--- src/rtl/sextium_mem_loader_pkg.sv ---
// Shared definitions for the Sextium memory loader: data widths, the loader
// state encoding and the byte-pair packing helper.
package sextium_mem_loader_pkg;

   localparam int WORD_W = 16;
   localparam int BYTE_W = 8;

   // IDLE waits for a start pulse, BYTE0/BYTE1 collect the two halves of a
   // word from the byte stream, WRITE holds the word on the bus until the
   // slave accepts it, and FINISH raises the one-cycle completion pulse.
   typedef enum logic [2:0] {
      IDLE   = 3'd0,
      BYTE0  = 3'd1,
      BYTE1  = 3'd2,
      WRITE  = 3'd3,
      FINISH = 3'd4
   } loaderState_e;

   // Combines the first and second byte of a pair into one word. With
   // bigEndian set the byte that arrived first becomes the upper half,
   // otherwise it becomes the lower half.
   function automatic logic [WORD_W-1:0] packBytes(
      input logic [BYTE_W-1:0] firstByte,
      input logic [BYTE_W-1:0] secondByte,
      input logic              bigEndian
   );
      logic [WORD_W-1:0] word;
      word = '0;
      if (bigEndian) begin
         word = {firstByte, secondByte};
      end else begin
         word = {secondByte, firstByte};
      end
      return word;
   endfunction

endpackage

--- src/rtl/sextium_byte_packer.sv ---
// Pairs bytes from the loader's input stream into 16-bit words. It keeps the
// first byte of a pair and presents the assembled word while the second byte
// is on the stream, so the loader can register it on the consuming cycle.
module sextium_byte_packer
   import sextium_mem_loader_pkg::*;
#(
   parameter bit BIG_ENDIAN = 1'b1
)
(
   input  logic              clk,
   input  logic              reset,
   input  logic              storeFirst_i,
   input  logic [BYTE_W-1:0] dataIn_i,
   output logic [WORD_W-1:0] word_o
);

   logic [BYTE_W-1:0] firstByte_q;
   logic [BYTE_W-1:0] firstByte_d;

   // The held byte only changes when the loader tells us the byte on the
   // stream is the first half of a new pair; otherwise it keeps its value so
   // the second byte can be combined with it whenever that byte shows up.
   always_comb begin
      firstByte_d = firstByte_q;
      if (storeFirst_i) begin
         firstByte_d = dataIn_i;
      end
   end

   // Register for the held first byte, cleared by the asynchronous reset so
   // an abandoned load leaves no stale half-word behind.
   always_ff @(posedge clk or posedge reset) begin
      if (reset) begin
         firstByte_q <= '0;
      end else begin
         firstByte_q <= firstByte_d;
      end
   end

   // The word is formed from the held byte and whatever byte is currently on
   // the stream; the loader decides when that combination is meaningful.
   always_comb begin
      word_o = packBytes(firstByte_q, dataIn_i, BIG_ENDIAN);
   end

endmodule

--- src/rtl/sextium_mem_loader.sv ---
// Loads a block of 16-bit words into memory over Avalon-MM from an 8-bit
// valid/ready byte stream, keeping the CPU in reset until the first load has
// finished.
module sextium_mem_loader
   import sextium_mem_loader_pkg::*;
#(
   parameter bit BIG_ENDIAN = 1'b1
)
(
   input  logic              clk,
   input  logic              reset,
   input  logic              start,
   input  logic [WORD_W-1:0] base_addr,
   input  logic [WORD_W-1:0] length,
   input  logic [BYTE_W-1:0] in_data,
   input  logic              in_valid,
   output logic              in_ready,
   output logic [WORD_W-1:0] avm_address,
   output logic [1:0]        avm_byteenable,
   output logic              avm_chipselect,
   output logic              avm_write,
   output logic [WORD_W-1:0] avm_writedata,
   input  logic              avm_waitrequest,
   output logic              busy,
   output logic              done,
   output logic              cpu_hold
);

   loaderState_e      state_q;
   loaderState_e      state_d;
   logic [WORD_W-1:0] addrCount_q;
   logic [WORD_W-1:0] addrCount_d;
   logic [WORD_W-1:0] remaining_q;
   logic [WORD_W-1:0] remaining_d;
   logic [WORD_W-1:0] writeData_q;
   logic [WORD_W-1:0] writeData_d;
   logic              seenDone_q;
   logic              seenDone_d;
   logic              storeFirst;
   logic [WORD_W-1:0] packedWord;

   sextium_byte_packer #(
      .BIG_ENDIAN (BIG_ENDIAN)
   ) uPacker (
      .clk          (clk),
      .reset        (reset),
      .storeFirst_i (storeFirst),
      .dataIn_i     (in_data),
      .word_o       (packedWord)
   );

   // Next-state and output decode for the loader. Everything defaults to the
   // idle, bus-quiet values first so each state only spells out what it
   // changes. Bytes are only taken in BYTE0/BYTE1 and the bus is only driven
   // in WRITE, which keeps stream consumption and bus writes in separate
   // cycles. The address and word count move only when the slave accepts a
   // write, so a stalled write keeps address, data and strobes steady.
   always_comb begin
      state_d        = state_q;
      addrCount_d    = addrCount_q;
      remaining_d    = remaining_q;
      writeData_d    = writeData_q;
      storeFirst     = 1'b0;
      in_ready       = 1'b0;
      avm_chipselect = 1'b0;
      avm_write      = 1'b0;
      avm_byteenable = 2'b00;
      busy           = 1'b1;
      done           = 1'b0;

      case (state_q)
         IDLE: begin
            busy = 1'b0;
            if (start) begin
               if (length == '0) begin
                  state_d = FINISH;
               end else begin
                  addrCount_d = base_addr;
                  remaining_d = length;
                  state_d     = BYTE0;
               end
            end
         end

         BYTE0: begin
            in_ready = 1'b1;
            if (in_valid) begin
               storeFirst = 1'b1;
               state_d    = BYTE1;
            end
         end

         BYTE1: begin
            in_ready = 1'b1;
            if (in_valid) begin
               writeData_d = packedWord;
               state_d     = WRITE;
            end
         end

         WRITE: begin
            avm_chipselect = 1'b1;
            avm_write      = 1'b1;
            avm_byteenable = 2'b11;
            if (!avm_waitrequest) begin
               addrCount_d = addrCount_q + 16'd1;
               remaining_d = remaining_q - 16'd1;
               if (remaining_q == 16'd1) begin
                  state_d = FINISH;
               end else begin
                  state_d = BYTE0;
               end
            end
         end

         FINISH: begin
            done    = 1'b1;
            state_d = IDLE;
         end

         default: begin
            busy    = 1'b0;
            state_d = IDLE;
         end
      endcase
   end

   // Remembers whether any load has completed since reset. Until then the CPU
   // is kept in reset unconditionally; afterwards it is only held while a
   // load is running.
   always_comb begin
      seenDone_d = seenDone_q;
      if (state_q == FINISH) begin
         seenDone_d = 1'b1;
      end
   end

   // State, counters and the outgoing data word. The reset is asynchronous so
   // a load, even one parked on a stalled write, is dropped immediately and
   // all bus strobes fall without waiting for a clock.
   always_ff @(posedge clk or posedge reset) begin
      if (reset) begin
         state_q     <= IDLE;
         addrCount_q <= '0;
         remaining_q <= '0;
         writeData_q <= '0;
         seenDone_q  <= 1'b0;
      end else begin
         state_q     <= state_d;
         addrCount_q <= addrCount_d;
         remaining_q <= remaining_d;
         writeData_q <= writeData_d;
         seenDone_q  <= seenDone_d;
      end
   end

   // The bus address always reflects the address counter, the write data is
   // the registered word, and the CPU hold follows the rule described above.
   always_comb begin
      avm_address   = addrCount_q;
      avm_writedata = writeData_q;
      cpu_hold      = (!seenDone_q) || busy;
   end

endmodule

--- config.mk ---
export PLATFORM = sky130hd
export DESIGN_NAME = sextium_mem_loader
export DESIGN_NICKNAME = d
export VERILOG_FILES = /design/src/rtl/sextium_mem_loader_pkg.sv /design/src/rtl/sextium_byte_packer.sv /design/src/rtl/sextium_mem_loader.sv
export SDC_FILE = /design/constraint.sdc
export NUM_CORES = 1
export LEC_CHECK = 0
export CAP_MARGIN = 15
export CORE_MARGIN = 1.5
export CORE_UTILIZATION = 44
export CTS_CLUSTER_DIAMETER = 150
export DETAILED_ROUTE_END_ITERATION = 10
export PLACE_DENSITY_LB_ADDON = 0.12
export SETUP_SLACK_MARGIN = 0.5
export SYNTH_ARGS = -nofsm -noshare
export SYNTH_HDL_FRONTEND = slang
export SYNTH_SLANG_ARGS = --single-unit
--- constraint.sdc ---
create_clock -name clk -period 2.3 [get_ports clk]
set_input_delay 0.575 -clock clk [delete_from_list [all_inputs] [get_ports clk]]
set_output_delay 0.575 -clock clk [all_outputs]
set_load 0.1 [all_outputs]
======== Word level (Yosys, flattened, before mapping) ========
Cells that the tools add are included.
word-level totals
  flip-flop bits (word level) ............. 60
operators by class
  add/subtract/negate cells ............... 2
  equal/unequal tests ..................... 10
  mux-type cells .......................... 22
  reductions and logical operators ........ 10
operators with widths
  operator                                              count
  2-to-1 mux 16 bit                                     6
  one-hot mux 16 bit (2 select lines)                   2
  2-to-1 mux 3 bit                                      6
  adder 16 x 1 -> 16 bit, second input constant         1
  equality test 16 x 1 -> 1 bit, second input constant  1
  zero test 16 bit                                      1
  subtractor 16 x 1 -> 16 bit, second input constant    1
  one-hot mux 3 bit (4 select lines)                    1
  != test 2 bit, second input constant                  5
  AND reduction 4 bit                                   2
  equality test 3 x 2 -> 1 bit, second input constant   2
  2-to-1 mux 1 bit                                      6
  OR reduction 4 bit                                    1
  equality test 3 x 1 -> 1 bit, second input constant   1
  equality test 3 bit, second input constant            1
  zero test 3 bit                                       1
  2-to-1 mux 2 bit                                      1
  AND reduction 2 bit                                   1
  nonzero test 2 bit                                    1
  OR reduction 2 bit                                    1
  zero test 1 bit                                       1
  logical OR 1 bit                                      1

======== Longest topological paths before layout ========
Gate-level depths: netlist (run 1).
  word-level depth ........................ 4
  gate-level depth with buffers ........... 8
  gate-level depth less buffers ........... 7

======== Modules after synthesis ========
From an unflattened synthesis (run 1), not the netlist that was laid out.
unflattened totals
  cells, all modules ...................... 354
  area total of the unflattened synthesis .. 3555.9 µm²
by module, submodules not included
  module               instances  cells each  area an instance (µm²)
  sextium_mem_loader   1          328         3160.5
  sextium_byte_packer  1          26          395.4

======== Worst setup path before layout (run 1) ========
Ideal clock, no wire load.
  kind .................................... flip-flop to output port
  start ................................... register state_q[0]
  end ..................................... output port cpu_hold
  data arrival time ....................... 3.268 ns
  data required time ...................... 1.725 ns
  path slack .............................. -1.543 ns
  stages on the path, launching flop included .. 5
  buffers on the path ..................... 1
  cell sequence ........................... dfrtp_1 buf_1 nor2_1 xnor2_1 nand2b_1
between the ends
  longest elaborated chain between the ends .. 4
  elaborated cells on any way between the ends .. 7
  those cells by class .................... 4 x eq/ne; 1 x mux; 2 x reduce/logical
ends and longest elaborated chain
  what                                         line                       text
  start: declaration                           sextium_mem_loader.sv:29   loaderState_e state_q;
  start signal: assignment                     sextium_mem_loader.sv:149  state_q <= state_d;
  equality test 3 bit (tied with other cells)  sextium_mem_loader.sv:71   case (state_q)
  OR reduction 4 bit (no line) *               -
  2-to-1 mux 1 bit *                           sextium_mem_loader.sv:71
  net busy                                     sextium_mem_loader.sv:24   output logic busy,
  logical OR 1 bit *                           sextium_mem_loader.sv:162  cpu_hold = (!seenDone_q) || busy;
  end: declaration                             sextium_mem_loader.sv:26   output logic cpu_hold
Mark *: on every way through the listed nets, which the timed path passes. The rest lies on a longest branch.

======== Worst setup path in the final report (run 1) ========
  start ................................... input port length[15]
  end ..................................... register remaining_q[11]
between the ends
  longest elaborated chain between the ends .. 3
ends and longest elaborated chain
  what                           line                       text
  start: declaration             sextium_mem_loader.sv:14   input logic [WORD_W-1:0] length,
  zero test 16 bit               sextium_mem_loader.sv:75   if (length == '0) begin
  != test 2 bit (no line)        -
  AND reduction 4 bit (no line)  -
  end signal: assignment         sextium_mem_loader.sv:151  remaining_q <= remaining_d;
  end: declaration               sextium_mem_loader.sv:33   logic [WORD_W-1:0] remaining_q;
No other way between the ends.
A chain may end at the register's enable or synchronous reset.

==> run_results.csv, run 1 <==
group,metric,value,unit
yosys,synth_area_leaders,"dfrtp_1 (46%), mux2_2 (8.6%), a21oi_1 (4.1%), nor3_1 (2.9%), o21ai_0 (2.3%)",
clock_network,cts_tree,"built",
yosys,yosys.area_share.adder,0.0114,
critical_path,timing.critical_path.mode_cell,"buf_6",
critical_path,required,2500,ps
flow_run,drv_cap,0,
yosys,synth-edff-count,0,
cells_and_area,drive_above_1_share,0.532,
global_route,grt_usage,0.275,
floorplanning,start_util,0.453,
timing,worst_pin_slew,494,ps
detailed_routing,vias,3395,
yosys,muxShareOfSynthArea,0.0949,
timing,max-slew-margin-rel,0.670,
timing,maxSlewViolCount,0,
yosys,yosys_register_bits,60,
detailed_routing,drcViolationCount,0,
timing,hold-worst-slack,506,ps
floorplanning,core,0.00725,mm²
detailed_routing,drtIter0Drc,256,
worst_hold_path,hold_path.class,"reg -> reg",
timing,rsz0062_at_grt,"yes",
critical_path,crit_path_end_kind,"flop",
yosys,synth_top_cells_by_count,"dfrtp_1 (60), a21oi_1 (27), mux2_2 (25)",
placed_design,gp_congestion,0.904,
cells_and_area,n_fill_cell,511,
timing,hold_viol_final,0,
critical_path,crit_fanout,5,
floorplanning,die_area,0.00799,mm²
critical_path,critPathSlowestCell,"or4_4",
floorplanning,die_w,89.4,µm
yosys,ys_seq_area_frac,0.457,
yosys,yosys.area_share.simple,0.190,
clock_network,root_buffer,"clkbuf_8",
run_status,status,"finished clean",
detailed_routing,postRouteAntennaNets,0,
yosys,ys.flop_type,"dfrtp_1",
global_route,grt_pass1_vias,3316,
clock_network,htreeDepth,3,
clock_network,clk_pin_slew,70,ps
yosys,syn-num-nets,373,
detailed_routing,routed_via_density,5.79,
yosys,synthesis.area,0.00328,mm²
yosys,syn_avg_cell_area,10.1,µm²
clock_network,clock-sinks,60,
placed_design,portBuffers,84,
yosys,synth_area_leader_cell,"dfrtp_1",
yosys,yosysUniqueCellTypes,62,
timing,period_share,0.924,
yosys,yosys_warnings,0,
global_route,grt_pass1_wl,16400,µm
yosys,synth_compound_area_frac,0.196,
timing,min_period,2120,ps
clock_network,clock_latency,340,ps
critical_path,cp_slowest_stage_delay,570,ps
timing,clock.fmax,0.471,GHz
cells_and_area,antenna_cells,0,
yosys,synth_most_common_cell,"dfrtp_1",
placed_design,hpwlAfterDp,7060,µm
floorplanning,fp.dieH,89.4,µm
global_route,overflow,0,
critical_path,crit_type,"in -> reg",
detailed_routing,wl_per_cell,17.9,µm
floorplanning,num_io_pins,85,
critical_path,critPathArrivalTime,2330,ps
clock_network,numCtsBuffers,9,
yosys,synth-xor-area-share,0.00800,
placed_design,pre_cts_ws,-525,ps
critical_path,worstSetupStartpointType,"primary input",
clock_network,holdBufCountCts,0,
timing,finalSetupViolCount,0,
cells_and_area,fin_util,0.752,
clock_network,clock_path_buffers,2,
cells_and_area,nNetsFinal,531,
yosys,yosysTopAreaCellShare,0.457,
critical_path,path_cells,"buf_6 -> or4_4 -> o41a_1 -> buf_6 -> a21oi_4 -> buf_6 -> o22ai_2",
global_route,antenna_found_initial,0,
yosys,netlist_instances,325,
detailed_routing,wirelength,10500,µm
detailed_routing,firstDrtPassIters,4,
yosys,synth_top_family_by_area,"compound AO/OA/AOI/OAI gates",
floorplanning,row_count,31,
timing,layout_setup_ws,175,ps
timing,clock_skew,3.74,ps
global_route,grt_max_degree,23,
yosys,synthArstFlopShare,1.00,
cells_and_area,area_delta_synth_final,66.0,%
area by class of cell:
cell class	instances	area, µm²	share of cell area
multi-input combinational	239	2030	0.373
timing repair buffer	165	1570	0.288
sequential	60	1520	0.278
clock buffer	11	151	0.0278
tap	99	124	0.0227
inverter	8	33.8	0.00620
clock inverter	4	25.0	0.00459
cells in the final DEF, fill, tap and decap left out, types with 7 or more instances in the layout:
cell / instances
buf_2: 8
nand2_1: 12
nor2_1: 17
buf_12: 15
mux2_2: 24
buf_6: 19
a21oi_2: 10
a21oi_1: 16
o21ai_2: 7
dfrtp_2: 11
clkbuf_8: 11
nand3_1: 10
buf_4: 89
nor3_1: 14
dfrtp_1: 49
clkdlybuf4s50_1: 28
flip-flops by register name, indices dropped and copies added (netlist names):
name,cells
remaining_q,16
state_q,3
uPacker.firstByte_q,8
avm_address,16
avm_writedata,16
seenDone_q,1
routing by layer:
layer,GRT usage,vias to the layer above,wire [µm]
met5,0,-,0
met4,0.122,0,258
met3,0.0637,27,755
met2,0.440,148,5160
met1,0.357,1661,4340
li1,-,1559,-
kinds of logic (layout without fill, tap and decap cells):
family | count (synthesis) | count (layout)
muxes | 28 | 28
xor gates and xnor gates | 3 | 3
adders and majority gates | 3 | 3
DFF | 60 | 60
AOI/OAI and AO/OA | 93 | 93
and+or+nand+nor | 111 | 112
buffers and inverters | 27 | 188
what timing repair did:
| action | 4_1_cts | 5_1_grt |
|---|---|---|
| pin swaps | 36 | 15 |
| setup endpoints to repair | 43 | 51 |
| setup buffers | 21 | 3 |
| resized for setup | 125 | 19 |
| cloned | 2 | 0 |
worst paths after layout:
| path | endpoint | depth (start not counted) | from | slack (ps) |
|---|---|---|---|---|
| min in group asynchronous | seenDone_q | 2 | reset | 610 |
| max in group asynchronous | state_q[1] | 3 | reset | 1180 |
| hold reg to reg | avm_writedata[13] | 1 | uPacker.firstByte_q[5] | 510 |
| setup / recovery | remaining_q[11] | 7 | length[15] | 180 |
| setup reg to reg | remaining_q[12] | 7 | remaining_q[0] | 200 |
| hold / removal | avm_writedata[13] | 1 | uPacker.firstByte_q[5] | 510 |
worst max-delay path, delay by kind of cell:
| family | cells | cell delay (ps) |
|---|---|---|
| compound gates | 3 | 740 |
| buf+inv | 3 | 430 |
| simple gates | 1 | 570 |
stage by stage:
stage	TNS [ps]	std cells	cell area (µm²)
floorplan	0	325	3450
global placement	-13930	545	4730
detailed placement	-15490	545	4730
CTS	0	583	5350
global route	0	586	5450
finish	0	586	5450
Power of run 1 is not shown: default switching activity piles up to over one toggle a cycle in this logic, so the estimate is an artifact.
==> run 2: changes to the inputs <==
--- a/config.mk
+++ b/config.mk
@@ -10,8 +10,10 @@
 export CORE_UTILIZATION = 44
 export CTS_CLUSTER_DIAMETER = 150
 export DETAILED_ROUTE_END_ITERATION = 10
+export HOLD_SLACK_MARGIN = 0.06
 export PLACE_DENSITY_LB_ADDON = 0.12
-export SETUP_SLACK_MARGIN = 0.5
+export SETUP_SLACK_MARGIN = 0.1
+export SKIP_LAST_GASP = 1
 export SYNTH_ARGS = -nofsm -noshare
 export SYNTH_HDL_FRONTEND = slang
 export SYNTH_SLANG_ARGS = --single-unit
==> run_results.csv, run 2 (synthesis results as in run 1) <==
group,metric,value,unit
run_status,status,"finished clean",
cells_and_area,drive_above_1_share,0.379,
clock_network,htreeDepth,3,
timing,clock_skew,10.3,ps
cells_and_area,area_delta_synth_final,51.4,%
critical_path,cp_slowest_stage_delay,530,ps
timing,finalSetupViolCount,0,
critical_path,crit_path_end_kind,"flop",
clock_network,holdBufCountCts,0,
cells_and_area,n_fill_cell,589,
timing,clock.fmax,0.454,GHz
critical_path,cp_num_buf_inv,2,
critical_path,worstSetupStartpointType,"primary input",
clock_network,clock-sinks,60,
critical_path,cp_top_family,"simple AND/OR/NAND/NOR gates",
detailed_routing,vias,3217,
detailed_routing,drtIter0Drc,235,
critical_path,path_cells,"dlygate4sd2_1 -> or4_4 -> o41a_1 -> buf_6 -> nand3_2 -> a21oi_2 -> or3_1",
detailed_routing,wl_per_cell,17.3,µm
timing,hold_viol_final,0,
floorplanning,num_io_pins,85,
detailed_routing,wirelength,9620,µm
critical_path,critPathSlowestCell,"or4_4",
floorplanning,core,0.00725,mm²
placed_design,portBuffers,84,
cells_and_area,regArea,0.00151,mm²
placed_design,gp_congestion,0.878,
floorplanning,die_w,89.4,µm
clock_network,root_buffer,"clkbuf_8",
clock_network,clock_latency,350,ps
floorplanning,die_area,0.00799,mm²
cells_and_area,nNetsFinal,499,
detailed_routing,firstDrtPassIters,4,
floorplanning,fp.dieH,89.4,µm
global_route,grt_pass1_wl,15300,µm
detailed_routing,postRouteAntennaNets,0,
critical_path,crit_fanout,7,
global_route,grt_util_met2,0.420,
cells_and_area,fin_util,0.686,
flow_run,drv_cap,0,
timing,rsz0062_at_grt,"yes",
placed_design,hpwlAfterDp,6830,µm
clock_network,numCtsBuffers,9,
global_route,grt_max_degree,24,
clock_network,clk_pin_slew,70,ps
cells_and_area,antenna_cells,0,
clock_network,cts_tree,"built",
cells_and_area,final_cell_mix,"buf_4 (69), dfrtp_1 (56), clkdlybuf4s50_1 (28)",
global_route,grtUsageMet1,0.322,
timing,maxSlewViolCount,0,
cells_and_area,multiInputGateArea,0.00179,mm²
global_route,overflow,0,
global_route,grtUsageMet3,0.0720,
timing,max-slew-margin-rel,0.677,
floorplanning,start_util,0.453,
clock_network,clock_path_buffers,2,
detailed_routing,drcViolationCount,0,
global_route,antenna_found_initial,0,
cells_and_area,layout_commonest_cell,"buf_4",
critical_path,required,2520,ps
timing,min_period,2200,ps
global_route,grt_usage,0.255,
timing,period_share,0.957,
detailed_routing,routed_via_density,5.80,
critical_path,crit_type,"in -> reg",
worst_hold_path,hold_path.class,"in -> reg",
timing,worst_pin_slew,481,ps
global_route,grt-busiest-layer,"met2",
critical_path,critPathArrivalTime,2430,ps
floorplanning,row_count,31,
global_route,grt_pass1_vias,3155,
==> run 2: cell types whose count changed in the layout (fill, tap and decap cells not counted), sizes merged <==
cell | previous run | this run
buf | 133 | 89
nand2 | 16 | 17
nor2 | 21 | 20
clkinvlp | 3 | 0
bufinv | 0 | 3
clkbuf | 12 | 15
inv | 7 | 8
clkinv | 2 | 1
clkdlybuf4s15 | 3 | 6
dlygate4sd2 | 0 | 7
==> run 2: layer usage <==
| metal | part of all wire | vias to the layer above | wire length (µm) |
|---|---|---|---|
| li1 | - | 1499 | - |
| met1 | 0.40 | 1573 | 3880 |
| met2 | 0.50 | 132 | 4830 |
| met3 | 0.080 | 13 | 769 |
| met4 | 0.014 | 0 | 133 |
| met5 | 0 | - | 0 |
==> run 2: final cells by class <==
cell class,count,share of cell area
clock buffers,12,0.0312
clock inverters,4,0.0191
inverters,8,0.00604
multi-input cells,239,0.360
flip-flops and latches,60,0.303
well taps,99,0.0249
repair buffers,133,0.256
==> run 2: path summary, 6_finish.rpt <==
check	from	end	slack [ps]	cells past startpoint
setup / recovery	length[10]	remaining_q[12]	100	7
hold / removal	length[6]	remaining_q[6]	490	3
setup reg to reg	remaining_q[1]	remaining_q[12]	210	7
hold reg to reg	uPacker.firstByte_q[5]	uPacker.firstByte_q[5]	510	1
max in group asynchronous	reset	state_q[1]	1230	3
min in group asynchronous	reset	avm_address[11]	560	2
==> run 2: what timing repair did <==
item,in CTS,in global routing
setup buffers,4,0
cloned,1,0
gates resized for setup,28,21
pin swaps,9,11
endpoints found under the setup margin,40,21
==> run 2: through the flow <==
| step | TNS (ps) | hold WS, ps | instances | worst slack, ps | cell area, µm² |
|---|---|---|---|---|---|
| 2_1_floorplan | 0 | 471 | 325 | 26.7 | 3380 |
| 3_3_place_gp | -14510 | 484 | 534 | -523 | 4630 |
| 3_5_place_dp | -16430 | 494 | 534 | -572 | 4630 |
| 4_1_cts | 0 | 510 | 555 | 107 | 4940 |
| 5_1_grt | 0 | 499 | 555 | 72.7 | 4970 |
| 6_report | 0 | 493 | 555 | 99.5 | 4970 |
==> run 2: worst register-to-register path, stage by stage (launching register included) <==
cell and delay, ps:
dfrtp_1 410, inv_1 90, ha_1 190, or3b_4 420
nor3_4 220, nand2_1 90, o21ba_2 200, or3_1 350
Power of run 2 is left out for the same reason.
